===== config.mk =====
export PLATFORM = sky130hd
export DESIGN_NAME = ysyx_24110015_mem_master
export DESIGN_NICKNAME = d
export VERILOG_FILES = /design/src/rtl/ysyx_24110015_mem_master.sv
export SDC_FILE = /design/constraint.sdc
export NUM_CORES = 1
export LEC_CHECK = 0
export ABC_AREA = 1
export BUFFER_PORTS_ARGS = -buffer_cell sky130_fd_sc_hd__buf_2
export CORE_ASPECT_RATIO = 0.6
export CORE_UTILIZATION = 27
export CTS_BUF_LIST = sky130_fd_sc_hd__clkbuf_8
export DETAILED_ROUTE_END_ITERATION = 8
export GPL_TIMING_DRIVEN = 0
export HOLD_SLACK_MARGIN = 0.03
export SYNTH_ARGS = -nofsm -noshare
export SYNTH_HDL_FRONTEND = slang
export SYNTH_SLANG_ARGS = --single-unit

===== constraint.sdc =====
create_clock -name clk -period 4.6 [get_ports clk]
set_clock_uncertainty 0.2 [all_clocks]
set_input_delay 0.23 -clock clk [delete_from_list [all_inputs] [get_ports clk]]
set_output_delay 0.23 -clock clk [all_outputs]
set_load 0.02 [all_outputs]

===== src/rtl/ysyx_24110015_mem_master.sv =====
// Initiator for the core's valid-level memory interface: one load/store at a time,
// with lane alignment, sign/zero extension, misalignment rejection and a response timeout.
module ysyx_24110015_mem_master #(
  parameter int unsigned TIMEOUT = 255
) (
  input  logic        clk,
  input  logic        rst,
  input  logic        req_valid,
  output logic        req_ready,
  input  logic        req_wen,
  input  logic [31:0] req_addr,
  input  logic [31:0] req_wdata,
  input  logic [1:0]  req_size,
  input  logic        req_unsigned,
  output logic        resp_valid,
  input  logic        resp_ready,
  output logic [31:0] resp_rdata,
  output logic        resp_err,
  output logic [31:0] araddr,
  output logic        ren,
  input  logic [31:0] rdata,
  input  logic [1:0]  rresp,
  input  logic        rvalid,
  output logic [31:0] awaddr,
  output logic [31:0] wdata,
  output logic        wen,
  output logic [3:0]  wstrb,
  input  logic [1:0]  bresp,
  input  logic        bvalid
);

  localparam int unsigned CNT_W = (TIMEOUT < 2) ? 1 : $clog2(TIMEOUT);

  typedef enum logic [1:0] {IDLE, READ, WRITE, DONE} state_t;

  state_t            state_q, state_d;
  logic              req_ready_q, req_ready_d;
  logic              ren_q, ren_d;
  logic              wen_q, wen_d;
  logic [31:0]       araddr_q, araddr_d;
  logic [31:0]       awaddr_q, awaddr_d;
  logic [31:0]       wdata_q, wdata_d;
  logic [3:0]        wstrb_q, wstrb_d;
  logic              resp_valid_q, resp_valid_d;
  logic [31:0]       resp_rdata_q, resp_rdata_d;
  logic              resp_err_q, resp_err_d;
  logic [1:0]        off_q, off_d;
  logic [1:0]        size_q, size_d;
  logic              uns_q, uns_d;
  logic [CNT_W-1:0]  cnt_q, cnt_d;

  logic              misalign_c;
  logic [3:0]        strb_c;
  logic [31:0]       lane_c;
  logic [31:0]       ext_c;
  logic              timeout_hit_c;

  // Request decode: alignment check and strobe pattern for the incoming request
  always_comb begin
    misalign_c = 1'b0;
    strb_c     = 4'b1111;
    case (req_size)
      2'd0: begin
        misalign_c = 1'b0;
        strb_c     = 4'b0001;
      end
      2'd1: begin
        misalign_c = req_addr[0];
        strb_c     = 4'b0011;
      end
      2'd2: begin
        misalign_c = (req_addr[1:0] != 2'b00);
        strb_c     = 4'b1111;
      end
      default: begin
        misalign_c = 1'b1;
        strb_c     = 4'b1111;
      end
    endcase
  end

  // Load data: shift the addressed lane down, then extend per latched size/unsigned
  always_comb begin
    lane_c = rdata >> {off_q, 3'b000};
    ext_c  = lane_c;
    case (size_q)
      2'd0:    ext_c = {{24{~uns_q & lane_c[7]}}, lane_c[7:0]};
      2'd1:    ext_c = {{16{~uns_q & lane_c[15]}}, lane_c[15:0]};
      default: ext_c = lane_c;
    endcase
  end

  assign timeout_hit_c = (cnt_q == CNT_W'(TIMEOUT - 1));

  // State and output registers
  always_ff @(posedge clk or posedge rst) begin
    if (rst) begin
      state_q      <= IDLE;
      req_ready_q  <= 1'b1;
      ren_q        <= 1'b0;
      wen_q        <= 1'b0;
      araddr_q     <= 32'd0;
      awaddr_q     <= 32'd0;
      wdata_q      <= 32'd0;
      wstrb_q      <= 4'd0;
      resp_valid_q <= 1'b0;
      resp_rdata_q <= 32'd0;
      resp_err_q   <= 1'b0;
      off_q        <= 2'd0;
      size_q       <= 2'd0;
      uns_q        <= 1'b0;
      cnt_q        <= '0;
    end else begin
      state_q      <= state_d;
      req_ready_q  <= req_ready_d;
      ren_q        <= ren_d;
      wen_q        <= wen_d;
      araddr_q     <= araddr_d;
      awaddr_q     <= awaddr_d;
      wdata_q      <= wdata_d;
      wstrb_q      <= wstrb_d;
      resp_valid_q <= resp_valid_d;
      resp_rdata_q <= resp_rdata_d;
      resp_err_q   <= resp_err_d;
      off_q        <= off_d;
      size_q       <= size_d;
      uns_q        <= uns_d;
      cnt_q        <= cnt_d;
    end
  end

  // Next-state logic; a response in the timeout cycle takes priority
  always_comb begin
    state_d = state_q;
    case (state_q)
      IDLE: begin
        if (req_valid) begin
          if (misalign_c)   state_d = DONE;
          else if (req_wen) state_d = WRITE;
          else              state_d = READ;
        end
      end
      READ:    if (rvalid || timeout_hit_c) state_d = DONE;
      WRITE:   if (bvalid || timeout_hit_c) state_d = DONE;
      DONE:    if (resp_valid_q && resp_ready) state_d = IDLE;
      default: state_d = IDLE;
    endcase
  end

  // Next values of the registered outputs and latched request fields
  always_comb begin
    req_ready_d  = (state_d == IDLE);
    ren_d        = ren_q;
    wen_d        = wen_q;
    araddr_d     = araddr_q;
    awaddr_d     = awaddr_q;
    wdata_d      = wdata_q;
    wstrb_d      = wstrb_q;
    resp_valid_d = resp_valid_q;
    resp_rdata_d = resp_rdata_q;
    resp_err_d   = resp_err_q;
    off_d        = off_q;
    size_d       = size_q;
    uns_d        = uns_q;
    cnt_d        = cnt_q;
    case (state_q)
      IDLE: begin
        if (req_valid) begin
          off_d  = req_addr[1:0];
          size_d = req_size;
          uns_d  = req_unsigned;
          cnt_d  = '0;
          if (misalign_c) begin
            resp_valid_d = 1'b1;
            resp_err_d   = 1'b1;
            resp_rdata_d = 32'd0;
          end else if (req_wen) begin
            wen_d    = 1'b1;
            awaddr_d = {req_addr[31:2], 2'b00};
            wdata_d  = req_wdata << {req_addr[1:0], 3'b000};
            wstrb_d  = strb_c << req_addr[1:0];
          end else begin
            ren_d    = 1'b1;
            araddr_d = {req_addr[31:2], 2'b00};
          end
        end
      end
      READ: begin
        if (rvalid) begin
          ren_d        = 1'b0;
          resp_valid_d = 1'b1;
          resp_err_d   = (rresp != 2'b00);
          resp_rdata_d = (rresp != 2'b00) ? 32'd0 : ext_c;
        end else if (timeout_hit_c) begin
          ren_d        = 1'b0;
          resp_valid_d = 1'b1;
          resp_err_d   = 1'b1;
          resp_rdata_d = 32'd0;
        end else begin
          cnt_d = cnt_q + CNT_W'(1);
        end
      end
      WRITE: begin
        if (bvalid) begin
          wen_d        = 1'b0;
          resp_valid_d = 1'b1;
          resp_err_d   = (bresp != 2'b00);
          resp_rdata_d = 32'd0;
        end else if (timeout_hit_c) begin
          wen_d        = 1'b0;
          resp_valid_d = 1'b1;
          resp_err_d   = 1'b1;
          resp_rdata_d = 32'd0;
        end else begin
          cnt_d = cnt_q + CNT_W'(1);
        end
      end
      DONE: begin
        if (resp_valid_q && resp_ready) resp_valid_d = 1'b0;
      end
      default: begin
        ren_d        = 1'b0;
        wen_d        = 1'b0;
        resp_valid_d = 1'b0;
      end
    endcase
  end

  assign req_ready  = req_ready_q;
  assign ren        = ren_q;
  assign wen        = wen_q;
  assign araddr     = araddr_q;
  assign awaddr     = awaddr_q;
  assign wdata      = wdata_q;
  assign wstrb      = wstrb_q;
  assign resp_valid = resp_valid_q;
  assign resp_rdata = resp_rdata_q;
  assign resp_err   = resp_err_q;

endmodule


# --- Word-level counts from Yosys, hierarchy flattened ---
# Cells that the tools add are included.
classes:
  eq_ne: 17
  multipliers: 0
  div_mod_pow: 0
  n_bitwise: 5
  reduce_logical: 21
  n_shift: 3
  muxes: 44
  n_addsub: 1
  order_cmp: 0
op_table:
  columns: ["operator", "count"]
  rows:
  - ["32-bit two-way mux", 6]
  - ["32-bit case mux with 3 select lines", 1]
  - ["32-bit case mux with 2 select lines", 1]
  - ["8-bit two-way mux", 4]
  - ["32-bit by 5-bit left shift with 32-bit output", 1]
  - ["32-bit by 5-bit right shift with 32-bit output", 1]
  - ["8-bit case mux with 3 select lines", 1]
  - ["1-bit two-way mux", 18]
  - ["2-bit inequality test, second input constant", 8]
  - ["2-bit two-way mux", 6]
  - ["4-bit AND reduction", 3]
  - ["5-bit AND reduction", 2]
  - ["2-bit nonzero test", 5]
  - ["8-bit by 1-bit adder with 8-bit output, second input constant", 1]
  - ["8-bit == test, second input constant", 1]
  - ["2-bit zero test", 4]
  - ["2-bit case mux with 4 select lines", 1]
  - ["4-bit case mux with 2 select lines", 1]
  - ["2-bit by 1-bit == test with 1-bit output, second input constant", 3]
  - ["2-bit == test, second input constant", 3]
  - ["3-bit inequality test, second input constant", 2]
  - ["1-bit case mux with 3 select lines", 2]
  - ["3-bit AND reduction", 2]
  - ["1-bit case mux with 2 select lines", 2]
  - ["other kinds (8)", 12]
totals:
  word_cells: 106
  latch_bits: 0
  ramBits: 0
  inputBits: 110
  rom_bits: 0
  output_inout_bits: 137
  reg_bits: 148
  n_memories: 0

# --- Longest topological paths before layout ---
# Gate-level depths: netlist of run 1.
depth:
  ltp_word: 6
  depth_mapped: 12

# --- Least setup slack after synthesis of run 1 ---
# Ideal clock, no wire load.
synth_path:
  path_kind: "reg2reg"
  from: "register state_q[0]"
  to: "register resp_rdata_q[0], in the netlist resp_rdata[0]"
  path_stages_with_launch: 11
  period_less_slack_ps: 1861
  path_slack_ps: 2739
  arrival_time_ps: 1544
  setup_time_ps: 117
  path_cell_list: "dfrtp_1 > inv_1 > ha_1 > nand2_4 > clkinv_4 > nand3_4 > nand2_4 > nand2_4 > clkinv_1 > nand3_1 > nand2_1"
synth_between:
  elab_chain_cells: 3
synth_lines:
  columns: ["element", "line_no", "rtl"]
  rows:
  - ["from (decl)", "36", "state_t state_q, state_d;"]
  - ["from (signal assigned)", "114", "state_q <= state_d;"]
  - ["2-bit == test, or another cell as far along", "166", "case (state_q)"]
  - ["3-bit nonzero test (no line) / 2-bit inequality test (equally long branches)", null, null]
  - ["3-bit AND reduction (no line)", null, null]
  - ["to (signal assigned)", "123", "resp_rdata_q <= resp_rdata_d;"]
  - ["to (decl)", "45", "logic [31:0] resp_rdata_q, resp_rdata_d;"]
# Several ways; a longest one is shown, not always the timed one.
# A chain may end at the register's enable or synchronous reset.

# --- Final worst setup path of run 1 ---
layout_path:
  from: "input rresp[0]"
  to: "register resp_rdata_q[0], in the netlist resp_rdata[0]"
layout_between:
  elab_chain_cells: 4
layout_lines:
  columns: ["element", "line_no", "rtl"]
  rows:
  - ["from (decl)", "22", "input logic [1:0] rresp,"]
  - ["2-bit nonzero test", "193", "resp_rdata_d = (rresp != 2'b00) ? 32'd0 : ext_c;"]
  - ["32-bit two-way mux", "193", null]
  - ["32-bit two-way mux", "189", "if (rvalid) begin"]
  - ["32-bit case mux with 3 select lines", "166", null]
# No other way between the ends.

==> results of run 1 <==
==> worst max-delay path, cell delays in order <==
cell and delay [ps]:
dlygate4sd3_1 530, buf_2 120, nor2_1 60, dlygate4sd3_1 540, nand2_1 70, nor2_1 260, inv_4 150, a31oi_1 160
dlygate4sd3_1 570, nand3_1 70, dlygate4sd3_1 590, nand2_1 70
==> cells in the final DEF, fill, tap and decap left out, types with 2 or more instances in the layout <==
master / count
dlygate4sd3_1: 126
clkinvlp_4: 6
clkbuf_1: 15
clkinv_1: 2
buf_4: 6
a21oi_1: 9
clkinv_4: 2
conb_1: 4
or2_2: 9
nand3_1: 65
o21ai_1: 37
o31ai_1: 2
a22oi_1: 8
o211ai_1: 10
buf_8: 2
ha_1: 7
nand2_1: 318
o21ai_0: 118
nor2_1: 14
a31oi_1: 4
dfrtp_1: 147
nand3_4: 4
buf_6: 13
inv_1: 75
nand2_2: 7
inv_2: 4
nand4_1: 4
clkbuf_8: 18
inv_6: 5
nand2_4: 5
buf_2: 256
==> where the power goes <==
part | internal (mW) | leakage [nW] | switching [mW]
registers | 1.76 | 1.93 | 0.291
logic | 1.07 | 3.63 | 1.96
clock network | 0.444 | 0.176 | 0.563
total | 3.28 | 5.74 | 2.82
==> cell families (layout without fill, tap and decap cells) <==
logic type / count (synthesis) / in the layout / share of synthesized area
other cells: 1 / 4 / 0.000508
compound gates: 192 / 192 / 0.139
fa+ha+maj: 7 / 7 / 0.0119
xor+xnor: 1 / 1 / 0.00119
flops: 148 / 148 / 0.502
buf+inv: 134 / 535 / 0.0910
simple gates: 431 / 431 / 0.254
==> sequential cells by signal, indices dropped and copies added (netlist names), 2 cells and up <==
name	count
araddr	30
resp_rdata	32
state_q	2
awaddr	30
wstrb	4
cnt_q	8
size_q	2
off_q	2
wdata	32
==> layout make-up <==
type | count | area share
tap | 360 | 0.0420
clock inverter | 14 | 0.0119
clock buffer | 18 | 0.0231
sequential | 148 | 0.346
multi-input combinational | 635 | 0.281
timing repair buffer | 369 | 0.233
buffer | 51 | 0.0329
inverter | 83 | 0.0302
==> path summary, 6_finish.rpt <==
| path | startpoint | to | slack, ps | cells after the start |
|---|---|---|---|---|
| worst min-delay path | rdata[18] | resp_rdata[10] | 80 | 7 |
| worst min register to register | resp_rdata[14] | resp_rdata[14] | 270 | 2 |
| max in group asynchronous | rst | wdata[3] | 3150 | 4 |
| min in group asynchronous | rst | araddr[2] | 160 | 3 |
| worst max-delay path | rresp[0] | resp_rdata[0] | 1420 | 12 |
| worst max register to register | state_q[1] | resp_rdata[0] | 1480 | 10 |
==> metal layers <==
layer,track usage,vias up,part of all wire
met1,0.270,3719,0.47
met3,0.0601,26,0.090
met4,0.0605,0,0.013
met2,0.283,326,0.43
li1,-,3720,-
met5,0,-,0
==> synthesized netlist by cell type, types with 8 or more instances <==
master    instances  area share
inv_1            75       0.038
a21oi_1           9      0.0061
clkbuf_1         15      0.0076
buf_6            13       0.020
o211ai_1         10       0.010
nand2_1         318        0.16
dfrtp_1         147        0.50
nand3_1          65       0.044
o21ai_1          37       0.025
buf_2            14      0.0095
or2_2             9      0.0076
a22oi_1           8      0.0081
nor2_1           14      0.0071
o21ai_0         118       0.080
==> through the flow <==
| step | util | setup slack [ps] | area, um^2 | std cells | TNS (ps) |
|---|---|---|---|---|---|
| final | 0.402 | 1420 | 10700 | 1678 | 0 |
| after global routing | 0.402 | 1340 | 10700 | 1678 | 0 |
| after CTS | 0.402 | 1470 | 10700 | 1678 | 0 |
| after detailed placement | 0.341 | 2220 | 9080 | 1520 | 0 |
| after global placement | 0.340 | -1850 | 9050 | 1519 | -269390 |
| after floorplan | - | 192 | 7390 | 917 | 0 |
==> timing repair <==
action / CTS / global route
hold endpoints to repair: 194 / 0
endpoints found under the setup margin: 0 / 0
hold buffers: 126 / 0
==> impl_metrics.csv, run 1 <==
group,metric,value,unit
run_status,status,"complete, no violations",
sta,hold-worst-slack,81.1,ps
final_layout,final_layout_size_suffix_gt1_frac,0.264,
sta,hold_viol_final,0,
clock_tree,cts_setup_buffers,0,
clock_tree,htreeDepth,4,
clock_tree,cts_sinks,148,
sta,max_slew_margin,0.567,
setup_path,worstSetupPathType,"in -> reg",
global_routing,grt_max_degree,83,
synth,synth_cells,914,
pwr,ir_worst_vdd,0.316,mV
synth,ys_seq_area_frac,0.502,
route,ant_nets,0,
route,route.vias.total,7791,
global_routing,grt_pass1_vias,7429,
clock_tree,ctsResizeCount,0,
sta,period_minus_slack,3180,ps
die,die_w,215,um
sta,setup_viol,0,
global_routing,grt_first_pass_wirelength,41200,um
sta,rsz0062_at_grt,"no",
final_layout,diodes,0,
route,drc,0,
placed_design,port-buffer-count,242,
pwr,power,6.10,mW
sta,worst_slew_pin_slew,649,ps
die,dieArea,28000,um^2
die,initial_core_util,0.277,
clock_tree,path_clk_slew,90,ps
synth,synth_edf_count,0,
synth,ys_seq_elements,148,
final_layout,multi_input_area,3010,um^2
clock_tree,clockBufferDepth,2,
synth,yosysWarningCount,0,
min_path,holdCritPathClass,"in -> reg",
placed_design,place_hpwl,19700,um
sta,period_share,0.692,
setup_path,worst_ep_arrival_time,3420,ps
die,io_pins,247,
global_routing,globalRouteTotalUtil,0.193,
placed_design,place_congestion,0.949,
clock_tree,cts_tree,"done",
synth,synth.distinct_cells,40,
final_layout,nFillCells,2736,
global_routing,antenna_found_initial,0,
route,drtIter0Drc,762,
clock_tree,numCtsBuffers,17,
route,routed_via_density,4.64,
setup_path,worstPathRequired,4840,ps
setup_path,end_kind,"register",
route,wl_per_cell,16.0,um
clock_tree,root_buffer,"clkbuf_8",
pwr,leakagePower,5.74,nW
die,fp.coreArea,26600,um^2
pwr,pwr_density_cell,569,nW/um^2
synth,syn_area,7380,um^2
clock_tree,clk_latency,490,ps
sta,clock.fmax,314,MHz
global_routing,grt_overflow_total,0,
setup_path,start_kind,"input port",
synth,synth.avg_cell_area,8.07,um^2
die,rows,46,
sta,drv_slew,0,
synth,synth_async_sr_flop_share,1.00,
route,routed_wl,26800,um
final_layout,syn2layout_area_growth,45.3,%
die,chipHeight,130,um
route,dr.pass1.iters,5,
final_layout,fin_nets,1422,
final_layout,regArea,3700,um^2
run,maxCapViolations,0,
setup_path,critical_path.max_fanout,9,
synth,ys.flop_type,"dfrtp_1",
(Power assumes the default switching activity.)
==> run 2, diff against run 1 <==
Clock period 4.6 ns to 2.97 ns, I/O delays scaled along.
==> run 2 against run 1 <==
Effect of this change:
- wire length about the same
- flip-flop and latch count unchanged
- first-iteration DRC count shrank 21%
- global-route usage about the same
- non-clock buffer count rose by 11
- worst setup slack got worse by 1200 ps
- clock power is 89% higher
- sequential power rose by 54%
- critical path type is now reg -> reg
- highest routed layer unchanged
==> impl_metrics.csv, run 2 (synthesized netlist as in run 1, its figures left out) <==
group,metric,value,unit
sta,worst_slew_pin_slew,626,ps
pwr,power_frac_clock,0.193,
min_path,holdCritPathClass,"in -> async",
route,ant_nets,0,
setup_path,worstPathRequired,3140,ps
clock_tree,root_buffer,"clkbuf_8",
sta,setup_viol,0,
die,rows,46,
pwr,p_int,5.51,mW
route,routed_wl,26700,um
sta,hold_viol_final,0,
clock_tree,cts_setup_buffers,0,
clock_tree,cts_sinks,148,
setup_path,start_kind,"register",
route,route.vias.total,7871,
sta,period_share,0.929,
global_routing,antenna_found_initial,1,
pwr,swShare,0.441,
sta,clock.fmax,362,MHz
run,maxCapViolations,0,
setup_path,worstSetupPathType,"reg -> reg",
final_layout,final_cell_mix,"318 x nand2_1, 256 x buf_2, 147 x dfrtp_1, 134 x dlygate4sd3_1, 118 x o21ai_0",
setup_path,critical_path.max_fanout,10,
route,dr.pass1.iters,5,
die,io_pins,247,
final_layout,syn2layout_area_growth,48.5,%
placed_design,place_congestion,0.960,
pwr,seqPwrFrac,0.321,
clock_tree,path_clk_slew,90,ps
sta,max_slew_margin,0.583,
die,dieArea,28000,um^2
pwr,power.share.combinational,0.486,
route,drtIter0Drc,604,
clock_tree,clockBufferDepth,2,
sta,period_minus_slack,2760,ps
clock_tree,cts_tree,"done",
final_layout,fin_nets,1433,
run_status,status,"complete, no violations",
die,die_w,215,um
placed_design,dp.cells,1523,
setup_path,worst_ep_arrival_time,2930,ps
final_layout,layout_commonest_cell,"nand2_1",
pwr,power_switching,4.35,mW
die,fp.coreArea,26600,um^2
route,routed_via_density,4.66,
sta,drv_slew,0,
global_routing,grt_overflow_total,0,
placed_design,place_hpwl,20000,um
setup_path,end_kind,"register",
pwr,ir_worst_vdd,0.381,mV
global_routing,grt_pass1_vias,7561,
pwr,pwr_density_cell,900,nW/um^2
clock_tree,htreeDepth,4,
pwr,leakagePower,5.86,nW
sta,hold-worst-slack,55.1,ps
die,initial_core_util,0.277,
route,drc,0,
global_routing,grt_first_pass_wirelength,41300,um
placed_design,port-buffer-count,242,
sta,finalSetupTns,0,ps
final_layout,fin_cells,1690,
clock_tree,numCtsBuffers,17,
sta,rsz0062_at_grt,"no",
route,wl_per_cell,15.8,um
die,chipHeight,130,um
global_routing,globalRouteTotalUtil,0.193,
final_layout,final_layout_size_suffix_gt1_frac,0.265,
global_routing,grt_max_degree,41,
clock_tree,clk_latency,480,ps
-- run 2: cell count changes in the layout (fill, tap and decap cells not counted) --
cell / change
diode_2: +1
dlygate4sd3_1: +8
clkinv_4: +2
inv_6: -4
clkinvlp_4: -3
clkinv_1: -1
clkbuf_8: +2
buf_12: +4
bufinv_16: +4
buf_16: -1
-- run 2: routing by layer --
metal  up-vias  GRT usage  wire length [um]  share of wire
met4         0     0.0693               589          0.022
met1      3776      0.273             12900           0.48
met3        33     0.0501              2040          0.076
met2       310      0.283             11200           0.42
li1       3752          -                 -              -
met5         -          0                 0              0
-- run 2: worst paths after layout --
path | depth (start not counted) | start | slack, ps | end
max in group asynchronous | 5 | rst | 1700 | wdata[10]
hold reg to reg | 2 | resp_rdata[4] | 270 | resp_rdata[4]
setup / recovery | 11 | state_q[0] | 210 | resp_rdata[7]
min in group clk | 4 | req_addr[0] | 70 | wstrb[0]
setup reg to reg | 11 | state_q[0] | 210 | resp_rdata[7]
hold / removal | 3 | rst | 60 | awaddr[18]
-- run 2: cell type report --
type | instances | area [um^2]
diodes | 1 | 2.50
plain buffers | 51 | 353
clock buffers | 20 | 275
clock inverters | 12 | 201
fillers | 2689 | 15700
inverters | 83 | 327
multi-input cells | 635 | 3010
flip-flops and latches | 148 | 3700
well taps | 360 | 450
repair buffers | 380 | 2630
-- run 2: timing repair --
action | CTS | global route
hold endpoints to repair | 232 | 0
gates resized for setup | 0 | 1
hold buffers | 134 | 0
setup endpoints to repair | 0 | 2
-- run 2: worst max-delay path, stage by stage, from the launching register on --
cell	delay (ps)
dfrtp_1	460
inv_1	120
ha_1	300
nand2_4	180
clkinv_4	110
nand3_4	100
nand2_4	70
nand2_4	110
clkinvlp_4	260
nand4_1	140
dlygate4sd3_1	560
nand2_1	60
-- run 2: power groups by stage --
stage	Combinational (mW)	Sequential [mW]	Clock, mW
after floorplan	2.09	3.96	0
after global placement	4.35	3.18	0
after detailed placement	4.43	3.19	0
after CTS	4.74	3.16	1.95
after global routing	5.23	3.27	2.03
final	4.79	3.17	1.91
-- run 2: stage by stage --
step / utilization / setup WS [ps] / instance area (um^2) / power, mW
global placement: 0.340 / -371 / 9060 / 7.53
detailed placement: 0.343 / 615 / 9140 / 7.62
finish: 0.411 / 211 / 11000 / 9.86
CTS: 0.411 / 127 / 11000 / 9.85
global route: 0.411 / 73.7 / 11000 / 10.5
floorplan: - / 761 / 7390 / 6.06
==> run 3, diff against run 2 <==
Settings changed: CELL_PAD_IN_SITES_DETAIL_PLACEMENT set to 0, CELL_PAD_IN_SITES_GLOBAL_PLACEMENT set to 1, PLACE_DENSITY_LB_ADDON set to 0.1.
==> run 3 against run 2 <==
Effect of this change:
- critical path depth down 1
- total power down 1.5%
- critical path type unchanged
- hold slack better by 25 ps
- final area down 0.30%
- highest routed layer unchanged
- core utilization shrank 0.12 points
- die area unchanged
- combinational power up 2%
- wire length is 4.1% higher
==> impl_metrics.csv, run 3 (synthesized netlist as in run 1, its figures left out) <==
group,metric,value,unit
final_layout,nFillCells,2845,
placed_design,place_hpwl,21300,um
sta,max_slew_margin,0.587,
run,maxCapViolations,0,
pwr,power,9.71,mW
final_layout,layout_commonest_cell,"nand2_1",
pwr,pwr_density_cell,888,nW/um^2
die,chipHeight,130,um
setup_path,path_buf_inv,6,
setup_path,worst_ep_arrival_time,2990,ps
sta,worst_slew_pin_slew,619,ps
sta,period_minus_slack,2780,ps
route,ant_nets,0,
final_layout,fin_cells,1693,
clock_tree,path_clk_slew,90,ps
setup_path,cpMaxStageDelayCell,"dlygate4sd3_1",
final_layout,fin_nets,1436,
setup_path,cp_top_family,"buffers and inverters",
die,rows,46,
sta,hold_viol_final,0,
placed_design,place_congestion,0.831,
setup_path,worstPathRequired,3190,ps
route,dr.pass1.iters,4,
clock_tree,clockBufferDepth,2,
sta,period_share,0.934,
run_status,status,"complete, no violations",
die,dieArea,28000,um^2
sta,clock.fmax,360,MHz
global_routing,grt_pass1_vias,7298,
sta,setup_viol,0,
pwr,ir_worst_vdd,0.354,mV
route,route.vias.total,7573,
die,fp.coreArea,26600,um^2
placed_design,dp.cells,1523,
global_routing,grt_max_degree,39,
route,drc,0,
placed_design,port-buffer-count,242,
pwr,leakagePower,5.83,nW
setup_path,slowest_delay,570,ps
clock_tree,clk_latency,470,ps
clock_tree,numCtsBuffers,17,
setup_path,end_kind,"register",
setup_path,worstSetupPathType,"reg -> reg",
clock_tree,htreeDepth,4,
global_routing,grt_overflow_total,0,
setup_path,critical_path.max_fanout,10,
die,io_pins,247,
route,drtIter0Drc,490,
global_routing,globalRouteTotalUtil,0.203,
die,die_w,215,um
sta,finalSetupTns,0,ps
final_layout,syn2layout_area_growth,48.1,%
min_path,holdCritPathClass,"in -> reg",
sta,rsz0062_at_grt,"no",
route,routed_via_density,4.47,
route,routed_wl,27800,um
die,initial_core_util,0.277,
clock_tree,root_buffer,"clkbuf_8",
clock_tree,cts_tree,"done",
final_layout,final_cell_mix,"318 x nand2_1, 254 x buf_2, 147 x dfrtp_1, 137 x dlygate4sd3_1, 118 x o21ai_0",
global_routing,antenna_found_initial,1,
setup_path,start_kind,"register",
sta,drv_slew,0,
route,wl_per_cell,16.4,um
final_layout,final_layout_size_suffix_gt1_frac,0.266,
clock_tree,cts_sinks,148,
setup_path,path_cells,"buf_2 > inv_2 > clkbuf_4 > clkbuf_4 > nand2_1 > nand3_1 > dlygate4sd3_1 > nand3_1 > dlygate4sd3_1 > nand2_1",
global_routing,grt_first_pass_wirelength,42700,um
==> run 3: cell count changes in the layout (fill, tap and decap cells not counted), sizes merged <==
cell         delta
bufinv          -3
clkbuf          +1
inv             +2
dlygate4sd3     +3
buf             -2
clkinv          +1
clkinvlp        +1
==> run 3: final timing paths <==
| check | from | to | slack (ps) | cells past startpoint |
|---|---|---|---|---|
| worst max register to register | off_q[0] | resp_rdata[3] | 190 | 10 |
| worst min register to register | resp_rdata[14] | resp_rdata[14] | 270 | 2 |
| min in group asynchronous | rst | state_q[1] | 520 | 4 |
| max in group asynchronous | rst | wdata[26] | 1060 | 7 |
| worst max-delay path | off_q[0] | resp_rdata[3] | 190 | 10 |
| worst min-delay path | req_addr[0] | resp_rdata[29] | 80 | 8 |
==> run 3: repair_timing <==
item | 4_1_cts | 5_1_grt
setup buffers | 0 | 0
setup endpoints to repair | 0 | 3
gates resized for setup | 0 | 5
hold buffers | 137 | 0
hold endpoints to repair | 254 | 0
==> run 3: routing by layer <==
layer,vias to the layer above,wire length [um],GRT usage
met5,-,0,0
met4,0,303,0.0555
met3,21,1530,0.0462
met2,186,11100,0.278
met1,3616,14900,0.312
li1,3750,-,-
==> run 3: cell type report <==
| cell class | count | area [um^2] | area share |
|---|---|---|---|
| Timing Repair Buffer | 383 | 2660 | 0.244 |
| Antenna cell | 1 | 2.50 | 0.000229 |
| Buffer | 51 | 359 | 0.0329 |
| Inverter | 83 | 327 | 0.0299 |
| Sequential cell | 148 | 3700 | 0.339 |
| Tap cell | 360 | 450 | 0.0412 |
| Clock buffer | 19 | 262 | 0.0239 |
| Multi-Input combinational cell | 635 | 3010 | 0.276 |
| Clock inverter | 13 | 146 | 0.0134 |
==> run 3: worst register-to-register path, stage by stage (launching register included) <==
cell	delay, ps
dfrtp_1	370
buf_2	170
inv_2	130
clkbuf_4	220
clkbuf_4	240
nand2_1	70
nand3_1	60
dlygate4sd3_1	560
nand3_1	80
dlygate4sd3_1	570
nand2_1	70
==> run 3: report_power, final <==
part	internal [mW]	leakage [nW]	switching, mW
Combinational	1.75	3.70	3.12
Sequential	2.73	1.93	0.430
Clock	0.802	0.203	0.879
==> run 3: per-stage QoR <==
step | area, um^2 | util | setup slack (ps) | hold slack [ps]
global route | 10900 | 0.410 | 35.8 | 97.7
CTS | 10900 | 0.410 | 138 | 38.4
global placement | 9060 | 0.340 | -497 | 163
finish | 10900 | 0.410 | 195 | 80.5
detailed placement | 9140 | 0.343 | 660 | -116
floorplan | 7390 | - | 761 | 46.0
